$ cat config.mk
export PLATFORM = sky130hd
export DESIGN_NAME = sp_mem_arbiter_flat
export DESIGN_NICKNAME = d
export VERILOG_FILES = /design/src/rtl/sp_mem_arbiter_if.sv /design/src/rtl/sp_mem_arbiter.sv /design/src/flat_wrapper.sv
export SDC_FILE = /design/constraint.sdc
export NUM_CORES = 1
export LEC_CHECK = 0
export ABC_CLOCK_PERIOD_IN_PS = 1800
export BUFFER_PORTS_ARGS = -buffer_cell sky130_fd_sc_hd__buf_4
export CORE_MARGIN = 2
export CORE_UTILIZATION = 46
export CTS_BUF_LIST = sky130_fd_sc_hd__clkbuf_4
export DETAILED_ROUTE_END_ITERATION = 12
export PLACE_DENSITY = 0.83
export REMOVE_ABC_BUFFERS = 1
export SLEW_MARGIN = 20
export SYNTH_ARGS = -nofsm -noshare
export SYNTH_HDL_FRONTEND = slang
export SYNTH_SLANG_ARGS = --single-unit
$ cat constraint.sdc
create_clock -name clk_i -period 1.8 [get_ports clk_i]
set_input_delay 0.54 -clock clk_i [delete_from_list [all_inputs] [get_ports clk_i]]
set_output_delay 0.54 -clock clk_i [all_outputs]
set_load 0.005 [all_outputs]
$ cat src/rtl/sp_mem_arbiter_if.sv
// sp_mem_arbiter_if
// Bundles the per-channel requester buses and the shared memory port of
// sp_mem_arbiter. The arbiter connects through the slave modport; whatever
// drives the channels and models the memory uses the master modport.
interface sp_mem_arbiter_if #(
  parameter int NUM_CH     = 2,
  parameter int ADDR_WIDTH = 16,
  parameter int DATA_WIDTH = 32
);

  // Requester side: one req/wr/addr/wdata set per channel, shared rdata.
  logic [NUM_CH-1:0]                 ch_req_i;
  logic [NUM_CH-1:0]                 ch_wr_i;
  logic [NUM_CH-1:0][ADDR_WIDTH-1:0] ch_addr_i;
  logic [NUM_CH-1:0][DATA_WIDTH-1:0] ch_wdata_i;
  logic [DATA_WIDTH-1:0]             ch_rdata_o;
  logic [NUM_CH-1:0]                 ch_ack_o;

  // Shared single-ported memory side.
  logic                              mem_req_o;
  logic                              mem_wr_o;
  logic [ADDR_WIDTH-1:0]             mem_addr_o;
  logic [DATA_WIDTH-1:0]             mem_wdata_o;
  logic [DATA_WIDTH-1:0]             mem_rdata_i;
  logic                              mem_ack_i;

  // Status.
  logic                              busy_o;
  logic                              timeout_o;

  // Arbiter view.
  modport slave (
    input  ch_req_i, ch_wr_i, ch_addr_i, ch_wdata_i,
    input  mem_rdata_i, mem_ack_i,
    output ch_rdata_o, ch_ack_o,
    output mem_req_o, mem_wr_o, mem_addr_o, mem_wdata_o,
    output busy_o, timeout_o
  );

  // Environment view: requesters plus memory.
  modport master (
    output ch_req_i, ch_wr_i, ch_addr_i, ch_wdata_i,
    output mem_rdata_i, mem_ack_i,
    input  ch_rdata_o, ch_ack_o,
    input  mem_req_o, mem_wr_o, mem_addr_o, mem_wdata_o,
    input  busy_o, timeout_o
  );

endinterface

$ cat src/rtl/sp_mem_arbiter.sv
// sp_mem_arbiter
// Round-robin arbiter that merges NUM_CH req/ack memory requesters (imem,
// dmem, later DMA) onto one shared single-ported memory port. Exactly one
// transaction is in flight; the winner's request fields are latched so the
// memory side stays stable no matter what the channel does afterwards.
//
// Flow: IDLE -> ISSUE -> RESP -> IDLE (minimum 3 cycles per transaction).
//
// Optional build macro: SP_MEM_ARB_TIMEOUT_EN
//   When defined, an ISSUE phase lasting TIMEOUT_CYCLES cycles without
//   mem_ack_i is force-completed: the channel receives its ack with zero
//   read data and timeout_o raised. When undefined, ISSUE waits forever
//   and timeout_o is tied low.
//
// ADDR_WIDTH / DATA_WIDTH defaults mirror the processor core's bus widths;
// override them from the core package at instantiation.
module sp_mem_arbiter #(
  parameter int NUM_CH         = 2,
  parameter int ADDR_WIDTH     = 16,
  parameter int DATA_WIDTH     = 32,
  parameter int TIMEOUT_CYCLES = 256
) (
  input  logic            clk_i,
  input  logic            rst_i,
  sp_mem_arbiter_if.slave bus
);

  // Grant index width; a single channel still gets a 1-bit (constant 0) index.
  localparam int IDX_W = (NUM_CH > 1) ? $clog2(NUM_CH) : 1;

  // Reject nonsensical configurations at elaboration time.
  if (NUM_CH < 1 || TIMEOUT_CYCLES < 2) begin : g_bad_params
    $error("sp_mem_arbiter: NUM_CH must be >= 1 and TIMEOUT_CYCLES >= 2");
  end

  typedef enum logic [1:0] {
    ST_IDLE  = 2'd0,
    ST_ISSUE = 2'd1,
    ST_RESP  = 2'd2
  } state_t;

  state_t                  state_reg;
  state_t                  state_next;

  logic [IDX_W-1:0]        rr_reg;        // first channel considered next time
  logic [IDX_W-1:0]        winner;        // combinational pick in IDLE
  logic [IDX_W-1:0]        grant_reg;     // channel owning the current transaction

  logic                    wr_reg;
  logic [ADDR_WIDTH-1:0]   addr_reg;
  logic [DATA_WIDTH-1:0]   wdata_reg;
  logic [DATA_WIDTH-1:0]   rdata_reg;
  logic                    tmo_flag_reg;  // current RESP is a forced completion

  logic                    any_req;
  logic                    start_issue;   // IDLE and someone is asking
  logic                    mem_done;      // memory acknowledged during ISSUE
  logic                    timed_out;     // ISSUE budget exhausted this cycle
  logic                    finish_issue;  // leaving ISSUE this cycle

  assign any_req      = |bus.ch_req_i;
  assign start_issue  = (state_reg == ST_IDLE) && any_req;
  assign mem_done     = (state_reg == ST_ISSUE) && bus.mem_ack_i;
  assign finish_issue = mem_done || timed_out;

  // ---------------------------------------------------------------------
  // Round-robin selection and pointer
  // ---------------------------------------------------------------------
  if (NUM_CH == 1) begin : g_single
    // Only one requester: grant and pointer are constant zero.
    assign winner = '0;
    assign rr_reg = '0;
  end else begin : g_multi
    localparam int SUM_W = IDX_W + 1;

    logic [SUM_W-1:0] cand;
    logic             found;
    logic [IDX_W-1:0] grant_inc;

    // Scan channels starting at the pointer, wrapping modulo NUM_CH; the
    // first requester found wins.
    always_comb begin
      winner = rr_reg;
      found  = 1'b0;
      cand   = '0;
      for (int i = 0; i < NUM_CH; i++) begin
        cand = {1'b0, rr_reg} + SUM_W'(i);
        if (cand >= SUM_W'(NUM_CH)) begin
          cand = cand - SUM_W'(NUM_CH);
        end
        if (!found && bus.ch_req_i[cand[IDX_W-1:0]]) begin
          winner = cand[IDX_W-1:0];
          found  = 1'b1;
        end
      end
    end

    // Channel after the current grant, wrapping at NUM_CH-1.
    always_comb begin
      grant_inc = grant_reg + IDX_W'(1);
      if (grant_reg == IDX_W'(NUM_CH - 1)) begin
        grant_inc = '0;
      end
    end

    // Pointer moves past the served channel on every completion (normal or
    // forced), so a channel that re-requests at once cannot win twice in a
    // row while another channel is waiting.
    always_ff @(posedge clk_i) begin
      if (rst_i) begin
        rr_reg <= '0;
      end else if (finish_issue) begin
        rr_reg <= grant_inc;
      end
    end
  end

  // ---------------------------------------------------------------------
  // Optional ISSUE timeout
  // ---------------------------------------------------------------------
`ifdef SP_MEM_ARB_TIMEOUT_EN
  localparam int CNT_W = $clog2(TIMEOUT_CYCLES + 1);
  localparam logic [CNT_W-1:0] CNT_LAST = CNT_W'(TIMEOUT_CYCLES - 1);

  logic [CNT_W-1:0] tmo_cnt_reg;

  // Counts ISSUE cycles already spent; cleared on the way into ISSUE.
  always_ff @(posedge clk_i) begin
    if (rst_i) begin
      tmo_cnt_reg <= '0;
    end else if (start_issue) begin
      tmo_cnt_reg <= '0;
    end else if (state_reg == ST_ISSUE) begin
      tmo_cnt_reg <= tmo_cnt_reg + CNT_W'(1);
    end
  end

  // Fires in the last allowed ISSUE cycle only when no ack arrived, so an
  // ack in that final cycle still completes normally.
  assign timed_out = (state_reg == ST_ISSUE) && !bus.mem_ack_i &&
                     (tmo_cnt_reg == CNT_LAST);
`else
  assign timed_out = 1'b0;
`endif

  // ---------------------------------------------------------------------
  // Control FSM
  // ---------------------------------------------------------------------

  // State register.
  always_ff @(posedge clk_i) begin
    if (rst_i) begin
      state_reg <= ST_IDLE;
    end else begin
      state_reg <= state_next;
    end
  end

  // Next-state decode: grant, wait for the memory, then one ack cycle.
  always_comb begin
    state_next = state_reg;
    case (state_reg)
      ST_IDLE: begin
        if (any_req) begin
          state_next = ST_ISSUE;
        end
      end
      ST_ISSUE: begin
        if (finish_issue) begin
          state_next = ST_RESP;
        end
      end
      ST_RESP: begin
        state_next = ST_IDLE;
      end
      default: begin
        state_next = ST_IDLE;
      end
    endcase
  end

  // ---------------------------------------------------------------------
  // Datapath
  // ---------------------------------------------------------------------

  // Latch the winner's request at grant time and capture the response on
  // completion; a reset discards any latched request.
  always_ff @(posedge clk_i) begin
    if (rst_i) begin
      grant_reg    <= '0;
      wr_reg       <= 1'b0;
      addr_reg     <= '0;
      wdata_reg    <= '0;
      rdata_reg    <= '0;
      tmo_flag_reg <= 1'b0;
    end else begin
      if (start_issue) begin
        grant_reg    <= winner;
        wr_reg       <= bus.ch_wr_i[winner];
        addr_reg     <= bus.ch_addr_i[winner];
        wdata_reg    <= bus.ch_wdata_i[winner];
        tmo_flag_reg <= 1'b0;
      end
      if (mem_done) begin
        rdata_reg <= bus.mem_rdata_i;
      end else if (timed_out) begin
        rdata_reg    <= '0;
        tmo_flag_reg <= 1'b1;
      end
    end
  end

  // Memory port: request and write strobe only while issuing; address and
  // data come straight from the latched copy.
  assign bus.mem_req_o   = (state_reg == ST_ISSUE);
  assign bus.mem_wr_o    = (state_reg == ST_ISSUE) && wr_reg;
  assign bus.mem_addr_o  = addr_reg;
  assign bus.mem_wdata_o = wdata_reg;

  // Requester side: shared read data, one-hot ack during RESP.
  assign bus.ch_rdata_o = rdata_reg;
  assign bus.busy_o     = (state_reg != ST_IDLE);
  assign bus.timeout_o  = (state_reg == ST_RESP) && tmo_flag_reg;

  for (genvar gi = 0; gi < NUM_CH; gi++) begin : g_ack
    assign bus.ch_ack_o[gi] = (state_reg == ST_RESP) && (grant_reg == IDX_W'(gi));
  end

endmodule
$ cat src/flat_wrapper.sv
// flat-port wrapper written by rule: the top's interface ports become plain ports
module sp_mem_arbiter_flat 
#(
  parameter int NUM_CH         = 2,
  parameter int ADDR_WIDTH     = 16,
  parameter int DATA_WIDTH     = 32,
  parameter int TIMEOUT_CYCLES = 256
)
  (clk_i, rst_i, bus_ch_req_i, bus_ch_wr_i, bus_ch_addr_i, bus_ch_wdata_i, bus_mem_rdata_i, bus_mem_ack_i, bus_ch_rdata_o, bus_ch_ack_o, bus_mem_req_o, bus_mem_wr_o, bus_mem_addr_o, bus_mem_wdata_o, bus_busy_o, bus_timeout_o);
  sp_mem_arbiter_if #(.NUM_CH(NUM_CH), .ADDR_WIDTH(ADDR_WIDTH), .DATA_WIDTH(DATA_WIDTH)) bus_i ();
  input  logic clk_i;
  input  logic rst_i;
  input wire logic [$bits(bus_i.ch_req_i)-1:0] bus_ch_req_i;
  input wire logic [$bits(bus_i.ch_wr_i)-1:0] bus_ch_wr_i;
  input wire logic [$bits(bus_i.ch_addr_i)-1:0] bus_ch_addr_i;
  input wire logic [$bits(bus_i.ch_wdata_i)-1:0] bus_ch_wdata_i;
  input wire logic [$bits(bus_i.mem_rdata_i)-1:0] bus_mem_rdata_i;
  input wire logic [$bits(bus_i.mem_ack_i)-1:0] bus_mem_ack_i;
  output wire logic [$bits(bus_i.ch_rdata_o)-1:0] bus_ch_rdata_o;
  output wire logic [$bits(bus_i.ch_ack_o)-1:0] bus_ch_ack_o;
  output wire logic [$bits(bus_i.mem_req_o)-1:0] bus_mem_req_o;
  output wire logic [$bits(bus_i.mem_wr_o)-1:0] bus_mem_wr_o;
  output wire logic [$bits(bus_i.mem_addr_o)-1:0] bus_mem_addr_o;
  output wire logic [$bits(bus_i.mem_wdata_o)-1:0] bus_mem_wdata_o;
  output wire logic [$bits(bus_i.busy_o)-1:0] bus_busy_o;
  output wire logic [$bits(bus_i.timeout_o)-1:0] bus_timeout_o;
  assign bus_i.ch_req_i = bus_ch_req_i;
  assign bus_i.ch_wr_i = bus_ch_wr_i;
  assign bus_i.ch_addr_i = bus_ch_addr_i;
  assign bus_i.ch_wdata_i = bus_ch_wdata_i;
  assign bus_i.mem_rdata_i = bus_mem_rdata_i;
  assign bus_i.mem_ack_i = bus_mem_ack_i;
  assign bus_ch_rdata_o = bus_i.ch_rdata_o;
  assign bus_ch_ack_o = bus_i.ch_ack_o;
  assign bus_mem_req_o = bus_i.mem_req_o;
  assign bus_mem_wr_o = bus_i.mem_wr_o;
  assign bus_mem_addr_o = bus_i.mem_addr_o;
  assign bus_mem_wdata_o = bus_i.mem_wdata_o;
  assign bus_busy_o = bus_i.busy_o;
  assign bus_timeout_o = bus_i.timeout_o;
  sp_mem_arbiter #(.NUM_CH(NUM_CH), .ADDR_WIDTH(ADDR_WIDTH), .DATA_WIDTH(DATA_WIDTH), .TIMEOUT_CYCLES(TIMEOUT_CYCLES)) u_core (.clk_i(clk_i), .rst_i(rst_i), .bus(bus_i));
endmodule
After elaboration in Yosys (flattened, before gate mapping)
Index checks and enable logic that the tools add are counted.
- bitwise gates (word level): 1
- reductions and logical operators: 11
- muxes and demuxes: 19
- $mul: 0
- eq/ne operators: 4
- divide/modulo/power cells: 0
- shifts and indexed selects: 0
- magnitude comparators: 5
- add/sub/neg operators: 4
- operator list (operator ; count):
    32-bit 2-to-1 mux ; 2
    16-bit 2-to-1 mux ; 2
    1-bit 2-to-1 mux ; 12
    1-bit logical AND ; 6
    1-bit by 2-bit < comparator with 1-bit output (second input constant) ; 3
    2-bit 2-to-1 mux ; 2
    2-bit by 1-bit != test with 1-bit output (second input constant) ; 2
    2-bit one-hot mux with 2 select lines ; 1
    1-bit by 1-bit adder with 2-bit output (second input constant) ; 1
    2-bit by 1-bit equality test with 1-bit output (second input constant) ; 1
    2-bit equality test (second input constant) ; 1
    1-bit by 2-bit >= comparator with 1-bit output (second input constant) ; 1
    2-bit >= comparator (second input constant) ; 1
    2-bit logical NOT ; 1
    2-bit AND reduction ; 1
    2-bit nonzero test ; 1
    2-bit OR reduction ; 1
    1-bit subtractor (second input constant) ; 2
    1-bit adder (second input constant) ; 1
    1-bit logical NOT ; 1
    1-bit NOT ; 1
- flip-flop bits (word level): 85
- memories kept: 0
- memory bits (writable): 0
- bits in read-only memories: 0
- latch bits: 0
- logic and storage cells: 51

Depth between registers and ports, before layout
- depth after elaboration: 10
- mapped depth: 5
- gate-level depth less buffers: 4

Worst setup path before layout
Ideal clock, no wire load.
- path type: input -> register
- from: in bus_ch_req_i[0]
- to: reg u_core.wdata_reg[21] (netlist: u_core.bus.mem_wdata_o[21])
- library setup time: 134 ps
- data required time: 1666 ps
- cell stages on the path: 5
- data arrival time: 1273 ps
- slack: 394 ps
- path through: or2_2 -> clkbuf_1 -> buf_2 -> a21oi_1 -> nor4_1
- longest elaborated chain between the ends: 8
- RTL lines (element ; RTL line ; source):
    start, declared ; flat_wrapper.sv:13 ; input wire logic [$bits(bus_i.ch_req_i)-1:0] bus_ch_req_i;
    1-bit 2-to-1 mux (not written as such) (2 in series) ; sp_mem_arbiter.sv:91 ; if (!found && bus.ch_req_i[cand[IDX_W-1:0]]) begin
    1-bit 2-to-1 mux ; sp_mem_arbiter.sv:91 ;
    1-bit logical NOT ; sp_mem_arbiter.sv:91 ;
    1-bit logical AND ; sp_mem_arbiter.sv:91 ;
    1-bit 2-to-1 mux ; sp_mem_arbiter.sv:91 ;
    32-bit 2-to-1 mux (not written as such) (2 in series) ; sp_mem_arbiter.sv:201 ; wdata_reg <= bus.ch_wdata_i[winner];
    end signal, assigned ; sp_mem_arbiter.sv:201 ;
    end, declared ; sp_mem_arbiter.sv:51 ; logic [DATA_WIDTH-1:0] wdata_reg;
Several ways; a longest one is shown, not always the timed one. The select of a mux whose other input is x is not followed.
A chain may end at the register's enable or synchronous reset.

Worst setup path in the final report
- from: reg u_core.state_reg[0]
- to: out bus_mem_wr_o
- longest elaborated chain between the ends: 2
- RTL lines (element ; RTL line ; source):
    start, declared ; sp_mem_arbiter.sv:42 ; state_t state_reg;
    start signal, assigned ; sp_mem_arbiter.sv:155 ; state_reg <= state_next;
    2-bit by 1-bit equality test with 1-bit output ; sp_mem_arbiter.sv:216 ; assign bus.mem_wr_o = (state_reg == ST_ISSUE) && wr_reg;
    1-bit logical AND ; sp_mem_arbiter.sv:216 ;
    end, declared ; flat_wrapper.sv:22 ; output wire logic [$bits(bus_i.mem_wr_o)-1:0] bus_mem_wr_o;
Every way passes these cells.

==> run_results.csv <==
group,metric,value,unit
critical_path,crit_end,"bus_mem_wr_o",
route,detail_route.iter0.violations,354,
floorplan,die_footprint,9320,um2
critical_path,number_of_cells_traversed_by_the_worst_register_to_register_path,5,
yosys,seq_area_frac_synth,43.2,%
floorplan,floorplan.initialDensity,47.7,%
timing,fin_tns_setup,0,ns
critical_path,critical_path.top_delay_family,"flip-flops",
yosys,syn-mean-instance-area,8.42,um2
timing,timing.final.setup_violations,0,
cells_and_area,syn_to_final_growth,46.5,%
global_routing,antenna_found_initial,0,
critical_path,timing.critical_path.to_type,"output port",
floorplan,die_w,96.6,um
critical_path,worst_setup_path_startpoint,"u_core.state_reg[0]",
route,detailroute.via_count,4659,
critical_path,worstPathCellList,"nor2b_4 > and2_4 > buf_6",
critical_path,criticalPathCategory,"flip-flop to output port",
cells_and_area,antennaDiodeCount,0,
timing,max_freq,573,MHz
timing,report.final.slew_viol_count,0,
route,wl,14.0,mm
timing,hold_violations,0,
clock_network,clkSinkCount,85,
cells_and_area,nets,781,
timing,min_period,1.75,ns
floorplan,die_h,96.6,um
route,route.detailed.drc,0,
critical_path,critical_path_depth,3,
clock_network,path_clk_slew,0.14,ns
clock_network,cts_root_buf,"clkbuf_4",
flow_run,number_of_maximum_capacitance_constraint_violations,0,
floorplan,row_count,33,
pwr,p_leak,2.32,nW
critical_path,worst_reg2reg_path_startpoint,"u_core.state_reg[1]",
timing,worst_slew_pin_slew,0.772,ns
global_routing,via_count_of_the_first_global_routing_pass,4244,
critical_path,worstPathMaxFanout,6,
cells_and_area,num-fill-cells,656,
cells_and_area,final-seq-area,1710,um2
yosys,synthesis.yosys.warnings,0,
floorplan,core-area,8260,um2
cells_and_area,share_of_layout_cells_above_drive_strength_1,39.9,%
clock_network,clockBufferDepth,2,
timing,final.setup_skew,0.0209,ns
place,post-dp-hpwl,9.24,mm
timing,post-route-period-util,97.0,%
critical_path,rr_endpoint,"u_core.bus.mem_wdata_o[20]",
timing,final.hold.worst_slack,0.350,ns
critical_path,critPathRequiredTime,1.26,ns
cells_and_area,multi_input_gate_area_in_the_final_layout,1950,um2
timing,slew_headroom,48.4,%
yosys,yosysUniqueCellTypes,26,
min_path,min_delay_path_depth,3,
critical_path,cp_slowest_stage_delay,0.41,ns
place,placement.io_buffers,219,
clock_network,cts.hold.buffers_added,0,
global_routing,grt_start_max_net_pins,86,
run_status,outcome,"completed",
clock_network,cts_tree,"done",
route,via_per_inst,6.16,
route,final_antenna_net_count,0,
yosys,mappedNetlistArea,3940,um2
place,place_congestion,0.775,
cells_and_area,finish.cell_count_without_fillers,756,
critical_path,timing.critical_path.slowest_stage_cell,"dfxtp_4",
pwr,power.density_cell_area,771,nW/um2
floorplan,ios,221,
route,routedWlPerCell,18.6,um
critical_path,reg2reg_slack,0.21,ns
critical_path,critical_path_at,1.21,ns
critical_path,cp.buffers_inverters,1,
clock_network,worstSkewPairLatency,0.42,ns
min_path,type_of_the_tightest_min_delay_check,"input pin to flip-flop",
place,dp.cells,739,
pwr,vdd_drop_max,0.356,mV
yosys,synth_seq_cells,85,
yosys,post_synth_inst_count,468,
global_routing,grt_first_pass_wirelength,21.3,mm
clock_network,cts_max_level,3,
timing,grt_setup_unrepaired,"true",
route,detailedRoute.firstPassIterationCount,5,
global_routing,grt.overflow.total,0,
global_routing,global_router_s_overall_resource_usage,29.0,%
clock_network,numCtsBuffers,9,
critical_path,worst_setup_path_start_kind,"flip-flop",
-- per-layer routing --
metal  wire [um]  track usage [%]  vias up  share of wire, %
li1            -                -     2205                 -
met1        5580             37.5     2163                40
met2        6650             47.2      276                47
met3        1630             8.15       15                12
met4         182             9.04        0               1.3
met5           0                0        -                 0
-- kinds of logic (layout without fill, tap and decap cells) --
kind of cell / count (synthesis) / in the layout / share of synthesized area (%)
DFF: 85 / 85 / 43.2
AOI/OAI and AO/OA: 184 / 184 / 32.9
other: 1 / 1 / 0.0951
and+or+nand+nor: 126 / 126 / 16.0
buffers and inverters: 72 / 255 / 7.84
-- worst register-to-register path, delay by kind of cell (launching register included) --
kind | cells | cell delay [ns]
buffers and inverters | 2 | 0.33
DFF | 1 | 0.39
AOI/OAI and AO/OA | 1 | 0.50
and+or+nand+nor | 2 | 0.25
-- power by group --
part | switching, W | internal [W] | total [W] | leakage (nW)
combinational | 0.000578 | 0.000595 | 0.00117 | 1.54
sequential | 0.000108 | 0.00205 | 0.00216 | 0.702
clock | 0.000680 | 0.000438 | 0.00112 | 0.0740
-- worst min-delay path by stage --
stage                         startpoint                   endpoint
2_1_floorplan           u_core.grant_reg              u_core.rr_reg
3_3_place_gp   u_core.bus.ch_rdata_o[24]  u_core.bus.ch_rdata_o[24]
3_5_place_dp   u_core.bus.ch_rdata_o[31]  u_core.bus.ch_rdata_o[31]
4_1_cts              bus_mem_rdata_i[24]  u_core.bus.ch_rdata_o[24]
5_1_grt               bus_mem_rdata_i[4]   u_core.bus.ch_rdata_o[4]
6_report              bus_mem_rdata_i[4]   u_core.bus.ch_rdata_o[4]
-- through the flow --
step | setup WS [ns] | util (%) | area, um2 | total power, W
2_1_floorplan | -0.419 | - | 3650 | 0.00260
5_1_grt | -0.0191 | 69.9 | 5780 | 0.00467
6_report | 0.0543 | 69.9 | 5780 | 0.00445
3_5_place_dp | -0.105 | 67.8 | 5600 | 0.00335
4_1_cts | -0.0109 | 69.7 | 5760 | 0.00446
3_3_place_gp | -0.0104 | 67.8 | 5600 | 0.00332
-- final cells by class --
class | instances | area share, %
inverter | 4 | 0.347
multi-input combinational | 311 | 33.7
clock buffer | 10 | 1.30
tap | 105 | 2.27
sequential | 85 | 29.6
timing repair buffer | 235 | 31.7
clock inverter | 6 | 1.10
-- Yosys cell counts, drive strengths merged --
master / n / area (um2)
a2111oi: 98 / 861
dfxtp: 85 / 1700
a21oi: 83 / 415
nand2: 65 / 244
nor4: 49 / 307
clkbuf: 42 / 158
buf: 26 / 136
inv: 4 / 15.0
nor2: 4 / 22.5
and3b: 2 / 17.5
a211oi: 1 / 7.51
and2: 1 / 6.26
conb: 1 / 3.75
nand2b: 1 / 6.26
nand3b: 1 / 7.51
nor2b: 1 / 6.26
nor3b: 1 / 7.51
o211ai: 1 / 7.51
o21ai: 1 / 5.00
or2: 1 / 6.26
-- cell usage in the layout (no fill, tap or decap), types with 2 or more instances in the layout --
cell | Yosys | layout
clkbuf_4 | 0 | 10
nand2_1 | 65 | 65
and3b_1 | 2 | 2
a2111oi_1 | 2 | 2
clkinv_4 | 0 | 2
a2111oi_0 | 96 | 96
dfxtp_4 | 0 | 2
dfxtp_1 | 85 | 83
a21oi_1 | 83 | 83
buf_12 | 0 | 5
buf_4 | 1 | 229
inv_4 | 0 | 2
nor4_1 | 49 | 49
nor2_1 | 3 | 3
-- timing repair --
| item | 4_1_cts | 5_1_grt |
|---|---|---|
| pin swaps | 1 | 0 |
| setup buffers | 0 | 1 |
| setup endpoints to repair | 4 | 3 |
| gates resized for setup | 7 | 5 |
Power figures use the tool's default switching activity.
